`config.mk`:
```
export PLATFORM = sky130hd
export DESIGN_NAME = note_recorder
export DESIGN_NICKNAME = d
export VERILOG_FILES = /design/src/rtl/note_recorder.sv
export SDC_FILE = /design/constraint.sdc
export NUM_CORES = 1
export LEC_CHECK = 0
export CORE_MARGIN = 10
export CORE_UTILIZATION = 59
export CTS_BUF_LIST = sky130_fd_sc_hd__clkbuf_2 sky130_fd_sc_hd__clkbuf_4 sky130_fd_sc_hd__clkbuf_8
export CTS_CLUSTER_DIAMETER = 120
export DETAILED_ROUTE_END_ITERATION = 7
export GPL_TIMING_DRIVEN = 0
export PLACE_DENSITY_LB_ADDON = 0.25
export SKIP_CTS_REPAIR_TIMING = 1
export SKIP_LAST_GASP = 1
export SLEW_MARGIN = 20
export SYNTH_ARGS = -nofsm -noshare
export SYNTH_HDL_FRONTEND = slang
export SYNTH_SLANG_ARGS = --single-unit
```
`constraint.sdc`:
```
create_clock -name sysclk -period 2.87 [get_ports sysclk]
set_input_delay 0.7175 -clock sysclk [delete_from_list [all_inputs] [get_ports sysclk]]
set_output_delay 0.7175 -clock sysclk [all_outputs]
set_load 0.02 [all_outputs]
```
`src/rtl/note_recorder.sv`:
```
// Note recorder: run-length records live key/tone codes per tick into a small buffer, then replays them.
// Optional feature: define NOTE_RECORDER_LOOP_EN to make playback wrap back to the first event.
module note_recorder #(
    parameter int DEPTH = 32,
    parameter int DUR_W = 8
) (
    input  logic                     sysclk,
    input  logic                     rst,
    input  logic                     tick,
    input  logic                     rec,
    input  logic                     play,
    input  logic [2:0]               unable_in,
    input  logic [1:0]               tone_in,
    output logic [2:0]               unable_out,
    output logic [1:0]               tone_out,
    output logic [1:0]               state,
    output logic                     full,
    output logic [$clog2(DEPTH):0]   count
);

    localparam int AW = $clog2(DEPTH);
    localparam int CW = AW + 1;
    localparam int EW = 5 + DUR_W;

    localparam logic [1:0] ST_IDLE = 2'b00;
    localparam logic [1:0] ST_REC  = 2'b01;
    localparam logic [1:0] ST_PLAY = 2'b10;

    localparam logic [DUR_W-1:0] DMAX      = '1;
    localparam logic [4:0]       IDLE_CODE = 5'b11100;

    logic [1:0]       state_q,     state_d;
    logic [CW-1:0]    count_q,     count_d;
    logic [4:0]       pend_code_q, pend_code_d;
    logic [DUR_W-1:0] pend_dur_q,  pend_dur_d;
    logic [AW-1:0]    play_idx_q,  play_idx_d;
    logic [DUR_W-1:0] remaining_q, remaining_d;
    logic [4:0]       out_code_q,  out_code_d;

    logic [EW-1:0]    mem_q [DEPTH];

    logic             wr_en;
    logic [EW-1:0]    wr_data;
    logic             is_full;
    logic             is_last;
    logic [4:0]       sample;
    logic [AW-1:0]    next_idx;
    logic [EW-1:0]    next_event;
    logic [EW-1:0]    first_event;

    assign is_full     = (count_q == CW'(DEPTH));
    assign is_last     = ({1'b0, play_idx_q} + CW'(1)) == count_q;
    assign sample      = {unable_in, tone_in};
    assign next_idx    = play_idx_q + AW'(1);
    assign next_event  = mem_q[next_idx];
    assign first_event = mem_q[0];
    assign wr_data     = {pend_code_q, pend_dur_q};

    always_comb begin
        state_d     = state_q;
        count_d     = count_q;
        pend_code_d = pend_code_q;
        pend_dur_d  = pend_dur_q;
        play_idx_d  = play_idx_q;
        remaining_d = remaining_q;
        out_code_d  = out_code_q;
        wr_en       = 1'b0;

        case (state_q)
            ST_IDLE: begin
                out_code_d = IDLE_CODE;
                if (rec) begin
                    state_d    = ST_REC;
                    count_d    = '0;
                    pend_dur_d = '0;
                end else if (play && (count_q != '0)) begin
                    state_d     = ST_PLAY;
                    play_idx_d  = '0;
                    out_code_d  = first_event[EW-1 -: 5];
                    remaining_d = first_event[DUR_W-1:0];
                end
            end

            ST_REC: begin
                out_code_d = IDLE_CODE;
                if (!rec) begin
                    // Flush the event still being accumulated on the way out.
                    state_d = ST_IDLE;
                    if ((pend_dur_q != '0) && !is_full) begin
                        wr_en   = 1'b1;
                        count_d = count_q + CW'(1);
                    end
                    pend_dur_d = '0;
                end else if (tick) begin
                    if (pend_dur_q == '0) begin
                        pend_code_d = sample;
                        pend_dur_d  = DUR_W'(1);
                    end else if ((sample == pend_code_q) && (pend_dur_q < DMAX)) begin
                        pend_dur_d = pend_dur_q + DUR_W'(1);
                    end else begin
                        if (!is_full) begin
                            wr_en   = 1'b1;
                            count_d = count_q + CW'(1);
                        end
                        pend_code_d = sample;
                        pend_dur_d  = DUR_W'(1);
                    end
                end
            end

            ST_PLAY: begin
                if (!play || rec) begin
                    state_d     = ST_IDLE;
                    out_code_d  = IDLE_CODE;
                    remaining_d = '0;
                end else if (tick) begin
                    if (remaining_q > DUR_W'(1)) begin
                        remaining_d = remaining_q - DUR_W'(1);
                    end else if (!is_last) begin
                        play_idx_d  = next_idx;
                        out_code_d  = next_event[EW-1 -: 5];
                        remaining_d = next_event[DUR_W-1:0];
                    end else begin
`ifdef NOTE_RECORDER_LOOP_EN
                        play_idx_d  = '0;
                        out_code_d  = first_event[EW-1 -: 5];
                        remaining_d = first_event[DUR_W-1:0];
`else
                        state_d     = ST_IDLE;
                        out_code_d  = IDLE_CODE;
                        remaining_d = '0;
`endif
                    end
                end
            end

            default: begin
                state_d     = ST_IDLE;
                out_code_d  = IDLE_CODE;
                remaining_d = '0;
            end
        endcase
    end

    always_ff @(posedge sysclk or negedge rst) begin
        if (!rst) begin
            state_q     <= ST_IDLE;
            count_q     <= '0;
            pend_code_q <= '0;
            pend_dur_q  <= '0;
            play_idx_q  <= '0;
            remaining_q <= '0;
            out_code_q  <= IDLE_CODE;
        end else begin
            state_q     <= state_d;
            count_q     <= count_d;
            pend_code_q <= pend_code_d;
            pend_dur_q  <= pend_dur_d;
            play_idx_q  <= play_idx_d;
            remaining_q <= remaining_d;
            out_code_q  <= out_code_d;
        end
    end

    // The event buffer carries no reset; count alone decides which entries are valid.
    always_ff @(posedge sysclk) begin
        if (wr_en) begin
            mem_q[count_q[AW-1:0]] <= wr_data;
        end
    end

    assign unable_out = out_code_q[4:2];
    assign tone_out   = out_code_q[1:0];
    assign state      = state_q;
    assign full       = is_full;
    assign count      = count_q;

endmodule

```
==> report_table.html, run 1 <==
<table>
<tr><th>Metric</th><th>Value</th></tr>
<tr><th colspan="2">Clock tree</th></tr>
<tr><td>H-tree depth</td><td>3</td></tr>
<tr><td>Root buffer selected by CTS</td><td>clkbuf_8</td></tr>
<tr><td>CTS max path bufs</td><td>3</td></tr>
<tr><td>CTS tree</td><td>built</td></tr>
<tr><td>Clock latency reported for the late side of the worst-skew pair</td><td>0.62 ns</td></tr>
<tr><td>Clock input transition at the sequential cells of the worst setup and hold paths</td><td>0.06 ns</td></tr>
<tr><td>TritonCTS Buffers</td><td>73</td></tr>
<tr><td>Clock sink count</td><td>455</td></tr>
<tr><th colspan="2">Worst setup path</th></tr>
<tr><td>Setup slack of the worst register-to-register path</td><td>-0.003 ns</td></tr>
<tr><td>CP endpoint</td><td>out_code_q[3]</td></tr>
<tr><td>Slowest library cell on the worst path</td><td>dfrtp_1</td></tr>
<tr><td>Cell family contributing the most delay on the critical path</td><td>buffers and inverters</td></tr>
<tr><td>Kind of critical path</td><td>register to register</td></tr>
<tr><td>Cell repeated most along the worst path</td><td>a21oi_1</td></tr>
<tr><td>Crit Path Max Fanout</td><td>10</td></tr>
<tr><td>Required @ worst endpoint</td><td>3.38 ns</td></tr>
<tr><td>Crit-path cells</td><td>ha_1, buf_2, buf_4, clkbuf_4, mux4_2, mux2i_2, o22ai_1, a21oi_1, a21oi_1</td></tr>
<tr><td>Worst r2r src</td><td>play_idx_q[1]</td></tr>
<tr><td>Critical path launch point type</td><td>register</td></tr>
<tr><td>Category of the worst setup path capture point</td><td>register</td></tr>
<tr><td>Worst path bufs/invs</td><td>3</td></tr>
<tr><td>RR Endpoint</td><td>out_code_q[3]</td></tr>
<tr><td>Total stage count of the critical path</td><td>9</td></tr>
<tr><td>Data arrival time of the critical path</td><td>3.39 ns</td></tr>
<tr><td>Cell count of the worst reg-to-reg path</td><td>9</td></tr>
<tr><td>Maximum cell stage delay along the critical path</td><td>0.49 ns</td></tr>
<tr><td>Launching instance or port of the critical path</td><td>play_idx_q[1]</td></tr>
<tr><th colspan="2">Synth</th></tr>
<tr><td>Cell Area, Synth</td><td>0.0188 sq mm</td></tr>
<tr><td>Yosys cell types</td><td>77</td></tr>
<tr><td>Mapped Nets</td><td>1070</td></tr>
<tr><td>Synthesized flop and latch total</td><td>455</td></tr>
<tr><td>Synth area leader</td><td>edfxtp_1</td></tr>
<tr><td>Synthesized area per cell</td><td>17.8 sq um</td></tr>
<tr><td>Fraction of registers with async set/reset</td><td>8.57%</td></tr>
<tr><td>Post-synthesis instance total</td><td>1051</td></tr>
<tr><td>Synthesis warning total</td><td>0</td></tr>
<tr><td>Share of the synthesized area in the top cell type</td><td>66.6%</td></tr>
<tr><td>Number of synthesized flops with an enable pin</td><td>416</td></tr>
<tr><td>Most common flop cell mapped by yosys</td><td>edfxtp_1</td></tr>
<tr><td>Dominant cells by area after synthesis</td><td>edfxtp_1, mux4_2, dfrtp_1</td></tr>
<tr><td>Sequential element share of the synthesized area</td><td>71.8%</td></tr>
<tr><th colspan="2">Job</th></tr>
<tr><td>Number of max-capacitance violations reported</td><td>0</td></tr>
<tr><th colspan="2">Die</th></tr>
<tr><td>Standard-cell rows</td><td>65</td></tr>
<tr><td>X dimension of the die</td><td>198 um</td></tr>
<tr><td>Floorplan die area</td><td>0.0393 sq mm</td></tr>
<tr><td>I/O pin cnt</td><td>24</td></tr>
<tr><td>Height of the chip</td><td>198 um</td></tr>
<tr><td>Placeable core region</td><td>0.0315 sq mm</td></tr>
<tr><td>Initial standard-cell utilization of the core</td><td>59.6%</td></tr>
<tr><th colspan="2">Routing</th></tr>
<tr><td>DRT antenna net count</td><td>0</td></tr>
<tr><td>Top sig layer</td><td>met4</td></tr>
<tr><td>Met2 Wirelength</td><td>22600 um</td></tr>
<tr><td>Routed length on met3</td><td>5490 um</td></tr>
<tr><td>Initial DRC count</td><td>1457</td></tr>
<tr><td>Number of remaining DRC errors</td><td>0</td></tr>
<tr><td>First-pass iteration count of the detailed router</td><td>7</td></tr>
<tr><td>Sum of routed wire length over all layers</td><td>47600 um</td></tr>
<tr><td>Routed wire per std cell</td><td>29.0 um</td></tr>
<tr><td>Vias</td><td>10.9k</td></tr>
<tr><td>Average via count per standard cell</td><td>6.64</td></tr>
<tr><td>Met1 WL</td><td>17700 um</td></tr>
<tr><th colspan="2">Hold path</th></tr>
<tr><td>Hold crit path type</td><td>input pin to async pin</td></tr>
<tr><th colspan="2">Layout</th></tr>
<tr><td>Cell Count, Final, Fillers Out</td><td>1645</td></tr>
<tr><td>Layout filler cell count</td><td>1887</td></tr>
<tr><td>Multi-input logic area</td><td>0.00531 sq mm</td></tr>
<tr><td>Register area</td><td>0.0135 sq mm</td></tr>
<tr><td>Number of diodes added for antenna fixing</td><td>0</td></tr>
<tr><td>Final standard cell utilization of the core</td><td>70.0%</td></tr>
<tr><td>Fraction of layout instances using a drive strength above 1</td><td>31.7%</td></tr>
<tr><td>Number of nets in the final layout</td><td>1213</td></tr>
<tr><td>Signed area change from the synthesized netlist to the final layout</td><td>17.5%</td></tr>
<tr><th colspan="2">Global route</th></tr>
<tr><td>Remaining global-route overflow</td><td>0</td></tr>
<tr><td>Number of global-route vias before repair</td><td>10.3k</td></tr>
<tr><td>First-pass GRT wire length</td><td>66600 um</td></tr>
<tr><td>Maximum number of pins on one net before global-route repair</td><td>39</td></tr>
<tr><td>GRT Total Usage</td><td>23.3%</td></tr>
<tr><td>Initial antenna violation count</td><td>1</td></tr>
<tr><th colspan="2">Timing</th></tr>
<tr><td>Worst-case headroom to the max-slew limit</td><td>31.5%</td></tr>
<tr><td>RSZ-0062 raised after global routing</td><td>yes</td></tr>
<tr><td>Min Clock Period, post-route</td><td>2.87 ns</td></tr>
<tr><td>Fin Clk Skew</td><td>0.0339 ns</td></tr>
<tr><td>Maximum frequency from static timing analysis</td><td>0.348 GHz</td></tr>
<tr><td>Final number of max-transition violations</td><td>0</td></tr>
<tr><td>Worst Setup Slack, final</td><td>-0.00320 ns</td></tr>
<tr><td>Period Utilization, post-route</td><td>100%</td></tr>
<tr><td>Fin. Hold Viols</td><td>0</td></tr>
<tr><td>Measured slew at the worst slew-check pin</td><td>1.02 ns</td></tr>
<tr><td>Setup Viol. Count Final</td><td>1</td></tr>
<tr><th colspan="2">Run status</th></tr>
<tr><td>Violations in the final reports</td><td>setup timing</td></tr>
<tr><td>Result of the run</td><td>finished, violations left</td></tr>
<tr><th colspan="2">Placement</th></tr>
<tr><td>Half-perimeter wire length after detailed placement</td><td>28700 um</td></tr>
<tr><td>Dpl ws</td><td>-1.15 ns</td></tr>
<tr><td>Gpl congestion</td><td>0.925</td></tr>
<tr><td>Cell count after placement</td><td>1477</td></tr>
<tr><td>Number of buffers inserted by port buffering</td><td>23</td></tr>
<tr><th colspan="2">Power</th></tr>
<tr><td>Largest voltage drop on the vdd net</td><td>0.462 mV</td></tr>
<tr><td>P_leak</td><td>7.33 nW</td></tr>
<tr><td>Power Density</td><td>720 mW/mm^2</td></tr>
</table>
worst reg2reg max path: cells and delay by family, from the launching register on:
family	cells	cell delay, ns
AO/OA/AOI/OAI	3	0.43
adder cells (fa/ha/maj)	1	0.32
buffers and inverters	3	0.82
flip-flops	1	0.49
multiplexers	2	0.71
metal layers:
| layer | track usage, % | vias to the layer above |
|---|---|---|
| li1 | - | 4490 |
| met3 | 6.31 | 119 |
| met4 | 9.17 | 0 |
| met5 | 0 | - |
| met2 | 35.4 | 723 |
| met1 | 31.6 | 5598 |
how the worst min path moves through the flow:
stage                              start        endpoint  slack [ns]  depth (start not counted)
after floorplan                      rst        count[0]        0.42                          0
after global routing                 rst   out_code_q[0]        0.04                          1
after global placement     out_code_q[4]   out_code_q[4]        0.51                          2
after CTS                            rst   out_code_q[0]        0.03                          1
after detailed placement  remaining_q[5]  remaining_q[5]        0.53                          2
final                                rst   out_code_q[0]        0.03                          1
state kept, by name, indices dropped and copies added, names as in the netlist:
name	count
count	6
mem_q	416
out_code_q	5
pend_code_q	5
pend_dur_q	8
play_idx_q	5
remaining_q	8
state	2
cell families after synthesis:
family	share of synthesized area, %
mux	13.5
xor+xnor	1.25
compound gates	3.90
simple gates	7.10
fa+ha+maj	0.600
flops	71.8
buf+inv	1.85
report_power, final:
part           switching, W  leakage (nW)  internal [W]
registers          0.000433          4.43       0.00757
clock network       0.00250         0.722       0.00275
logic               0.00155          2.18       0.00108
cells in the final DEF, fill, tap and decap left out, drive strengths merged, types with 5 or more instances in the layout:
master,n
edfxtp,416
clkbuf,121
mux4,106
nand2,105
buf,74
nor2,57
nand3,43
dfrtp,36
o21ai,25
inv,23
clkdlybuf4s50,21
clkinv,19
a21oi,18
xnor2,15
nand4,14
xor2,10
and3,9
ha,9
nand2b,8
o22ai,8
mux2i,8
nor2b,7
or3,7
and2,7
nor3,6
a22oi,6
o211ai,6
mux2,5
synth_stat cells (4+ instances only):
library cell	number
a21oi_1	17
mux2_2	5
nor3_1	6
o21ai_1	8
dfrtp_1	36
nand2_1	103
or3_1	7
mux4_2	104
buf_4	10
xnor2_1	14
nand3_1	42
buf_6	5
ha_1	9
inv_1	17
buf_2	10
mux2i_1	8
clkbuf_1	21
nor2b_1	7
nand4_1	14
and3_1	8
and2_1	7
a22oi_1	6
xor2_1	9
o22ai_1	8
o21ai_0	17
edfxtp_1	416
nand2b_1	8
o211ai_1	4
nor2_1	56
stage by stage:
stage,TNS (ns),hold WS (ns),total power [W],cell area [sq um]
floorplan,-27.77,0.422,0.00956,18800
global placement,-597.38,0.513,0.0104,19500
detailed placement,-433.45,0.526,0.0105,19600
CTS,-450.33,0.0265,0.0156,20900
global route,-0.0696,0.0419,0.0164,22000
finish,-0.00320,0.0317,0.0159,22000
area by class of cell:
type	count	area share, %
multi-input cells	530	24.1
plain buffers	49	1.46
clock buffers	99	5.47
clock inverters	25	0.647
repair buffers	68	4.42
flip-flops and latches	455	61.3
inverters	17	0.290
well taps	402	2.28
Note: power is estimated with default switching activity, not from simulation.
==> inputs of run 2 (changes only) <==
--- a/config.mk
+++ b/config.mk
@@ -5,7 +5,6 @@
 export SDC_FILE = /design/constraint.sdc
 export NUM_CORES = 1
 export LEC_CHECK = 0
-export CORE_MARGIN = 10
 export CORE_UTILIZATION = 59
 export CTS_BUF_LIST = sky130_fd_sc_hd__clkbuf_2 sky130_fd_sc_hd__clkbuf_4 sky130_fd_sc_hd__clkbuf_8
 export CTS_CLUSTER_DIAMETER = 120
==> run 2 against run 1 <==
Compared with the run above:
- the flow finishes with violations (hold timing, setup timing)
- die area down 17%
- critical path depth stayed put
- worst hold slack worse by 0.044 ns
- sequential power hardly changed
- flip-flop and latch count unchanged
- clock-buffer cell count is the same
- combinational power hardly changed
- critical endpoint is now remaining_q[4]
- utilization grew 1.0 points
- final area fell by 0.39%
- highest routed layer unchanged
==> report_table.html, run 2 (synthesized netlist as in run 1, its figures left out) <==
<table>
<tr><th>Metric</th><th>Value</th></tr>
<tr><th colspan="2">Timing</th></tr>
<tr><td>RSZ-0062 raised after global routing</td><td>yes</td></tr>
<tr><td>Final number of max-transition violations</td><td>0</td></tr>
<tr><td>Post-route worst hold slack</td><td>-0.0128 ns</td></tr>
<tr><td>Period Utilization, post-route</td><td>101%</td></tr>
<tr><td>Fin Clk Skew</td><td>0.0266 ns</td></tr>
<tr><td>Measured slew at the worst slew-check pin</td><td>0.850 ns</td></tr>
<tr><td>Maximum frequency from static timing analysis</td><td>0.346 GHz</td></tr>
<tr><td>Min Clock Period, post-route</td><td>2.89 ns</td></tr>
<tr><td>Fin. Hold Viols</td><td>5</td></tr>
<tr><td>Worst-case headroom to the max-slew limit</td><td>42.9%</td></tr>
<tr><td>Setup Viol. Count Final</td><td>1</td></tr>
<tr><td>Worst Setup Slack, final</td><td>-0.0183 ns</td></tr>
<tr><th colspan="2">Routing</th></tr>
<tr><td>Number of remaining DRC errors</td><td>0</td></tr>
<tr><td>Average via count per standard cell</td><td>6.65</td></tr>
<tr><td>Sum of routed wire length over all layers</td><td>48000 um</td></tr>
<tr><td>Initial DRC count</td><td>1501</td></tr>
<tr><td>DRT antenna net count</td><td>0</td></tr>
<tr><td>Vias</td><td>10.9k</td></tr>
<tr><td>First-pass iteration count of the detailed router</td><td>6</td></tr>
<tr><td>Routed wire per std cell</td><td>29.4 um</td></tr>
<tr><th colspan="2">Placement</th></tr>
<tr><td>Number of buffers inserted by port buffering</td><td>23</td></tr>
<tr><td>Dpl ws</td><td>-1.13 ns</td></tr>
<tr><td>Gpl congestion</td><td>0.973</td></tr>
<tr><td>Half-perimeter wire length after detailed placement</td><td>28700 um</td></tr>
<tr><td>Total placed instance area</td><td>0.0196 sq mm</td></tr>
<tr><th colspan="2">Power</th></tr>
<tr><td>Combinational Power Share</td><td>16.3%</td></tr>
<tr><td>Total power after layout</td><td>0.0158 W</td></tr>
<tr><td>Switching power</td><td>0.00449 W</td></tr>
<tr><td>Largest voltage drop on the vdd net</td><td>0.365 mV</td></tr>
<tr><td>Net switching fraction of the power</td><td>28.3%</td></tr>
<tr><td>Part of the power in registers</td><td>50.5%</td></tr>
<tr><td>P_leak</td><td>7.30 nW</td></tr>
<tr><td>Power Density</td><td>722 mW/mm^2</td></tr>
<tr><td>Total internal power</td><td>0.0114 W</td></tr>
<tr><td>Clock power frac</td><td>33.2%</td></tr>
<tr><th colspan="2">Clock tree</th></tr>
<tr><td>CTS max path bufs</td><td>3</td></tr>
<tr><td>Root buffer selected by CTS</td><td>clkbuf_8</td></tr>
<tr><td>Clock input transition at the sequential cells of the worst setup and hold paths</td><td>0.07 ns</td></tr>
<tr><td>H-tree depth</td><td>3</td></tr>
<tr><td>TritonCTS Buffers</td><td>72</td></tr>
<tr><td>CTS tree</td><td>built</td></tr>
<tr><td>Clock sink count</td><td>455</td></tr>
<tr><td>Clock latency reported for the late side of the worst-skew pair</td><td>0.61 ns</td></tr>
<tr><th colspan="2">Worst setup path</th></tr>
<tr><td>Crit Path Max Fanout</td><td>10</td></tr>
<tr><td>Kind of critical path</td><td>register to register</td></tr>
<tr><td>Category of the worst setup path capture point</td><td>register</td></tr>
<tr><td>Required @ worst endpoint</td><td>3.35 ns</td></tr>
<tr><td>Critical path launch point type</td><td>register</td></tr>
<tr><td>Data arrival time of the critical path</td><td>3.37 ns</td></tr>
<tr><th colspan="2">Layout</th></tr>
<tr><td>Multi-input logic area</td><td>0.00528 sq mm</td></tr>
<tr><td>Most frequent standard cell in the layout excluding fill and tap cells</td><td>edfxtp_1</td></tr>
<tr><td>Largest register FFs</td><td>416</td></tr>
<tr><td>Layout filler cell count</td><td>1924</td></tr>
<tr><td>Fraction of layout instances using a drive strength above 1</td><td>31.4%</td></tr>
<tr><td>Number of nets in the final layout</td><td>1210</td></tr>
<tr><td>Signed area change from the synthesized netlist to the final layout</td><td>17.0%</td></tr>
<tr><td>Number of diodes added for antenna fixing</td><td>0</td></tr>
<tr><td>Register area</td><td>0.0135 sq mm</td></tr>
<tr><td>Highest-count cells in the layout ignoring fill and taps</td><td>edfxtp_1, mux4_2, nand2_1, clkbuf_8, nand3_1</td></tr>
<tr><td>Final non-filler cell area</td><td>0.0219 sq mm</td></tr>
<tr><th colspan="2">Die</th></tr>
<tr><td>I/O pin cnt</td><td>24</td></tr>
<tr><td>Floorplan die area</td><td>0.0325 sq mm</td></tr>
<tr><td>Standard-cell rows</td><td>64</td></tr>
<tr><td>X dimension of the die</td><td>180 um</td></tr>
<tr><td>Initial standard-cell utilization of the core</td><td>60.7%</td></tr>
<tr><td>Height of the chip</td><td>180 um</td></tr>
<tr><td>Placeable core region</td><td>0.0309 sq mm</td></tr>
<tr><th colspan="2">Global route</th></tr>
<tr><td>GRT Total Usage</td><td>29.0%</td></tr>
<tr><td>Maximum number of pins on one net before global-route repair</td><td>39</td></tr>
<tr><td>Remaining global-route overflow</td><td>0</td></tr>
<tr><td>First-pass GRT wire length</td><td>67500 um</td></tr>
<tr><td>Initial antenna violation count</td><td>0</td></tr>
<tr><td>Number of global-route vias before repair</td><td>10.3k</td></tr>
<tr><th colspan="2">Run status</th></tr>
<tr><td>Violations in the final reports</td><td>hold timing, setup timing</td></tr>
<tr><td>Result of the run</td><td>finished, violations left</td></tr>
<tr><th colspan="2">Hold path</th></tr>
<tr><td>Hold crit path type</td><td>input pin to async pin</td></tr>
<tr><th colspan="2">Job</th></tr>
<tr><td>Number of max-capacitance violations reported</td><td>0</td></tr>
</table>
-- run 2: worst paths after layout --
kind                          startpoint             end  slack, ns  depth (start not counted)
setup / recovery           play_idx_q[1]  remaining_q[4]      -0.02                          9
setup reg to reg           play_idx_q[1]  remaining_q[4]      -0.02                          9
max in group asynchronous            rst   out_code_q[2]       2.34                          2
hold reg to reg            out_code_q[4]   out_code_q[4]       0.54                          2
hold / removal                       rst        state[1]      -0.01                          1
min in group sysclk        out_code_q[4]   out_code_q[4]       0.54                          2
-- run 2: per-layer routing --
| metal | global-route usage [%] | up-vias | routed length (um) |
|---|---|---|---|
| met4 | 10.8 | 0 | 1870 |
| met5 | 0 | - | 0 |
| li1 | - | 4483 | - |
| met3 | 5.54 | 126 | 5260 |
| met2 | 45.3 | 739 | 23000 |
| met1 | 41.3 | 5511 | 17900 |
-- run 2: critical path, stage by stage (launching register included) --
cell	delay (ns)
dfrtp_1	0.47
ha_1	0.31
buf_2	0.26
clkbuf_4	0.34
clkbuf_2	0.41
mux4_2	0.40
nand2_1	0.11
nand3_1	0.18
nand4_1	0.20
o21ai_1	0.09
-- run 2: cell type report --
type / instances / share of cell area, %
sequential: 455 / 61.5
multi-input combinational: 530 / 24.0
clock buffer: 99 / 5.52
timing repair buffer: 66 / 4.26
tap: 396 / 2.26
buffer: 49 / 1.45
clock inverter: 21 / 0.633
inverter: 17 / 0.291
-- run 2: through the flow --
step	TNS (ns)	utilization, %	cells	hold slack (ns)
global route	-0.626	71.0	1633	0.00869
global placement	-565.96	63.1	1470	0.514
finish	-0.0183	71.0	1633	-0.0128
floorplan	-27.77	-	1051	0.422
CTS	-438.31	67.8	1591	-0.0133
detailed placement	-433.18	63.4	1471	0.520
-- run 2: power by group through the flow --
stage                     logic, W  registers [W]  clock network [W]
final                      0.00259        0.00801            0.00526
after global routing       0.00272        0.00802            0.00558
after CTS                  0.00235        0.00800            0.00527
after detailed placement   0.00234        0.00814                  0
after global placement     0.00231        0.00811                  0
after floorplan            0.00161        0.00795                  0
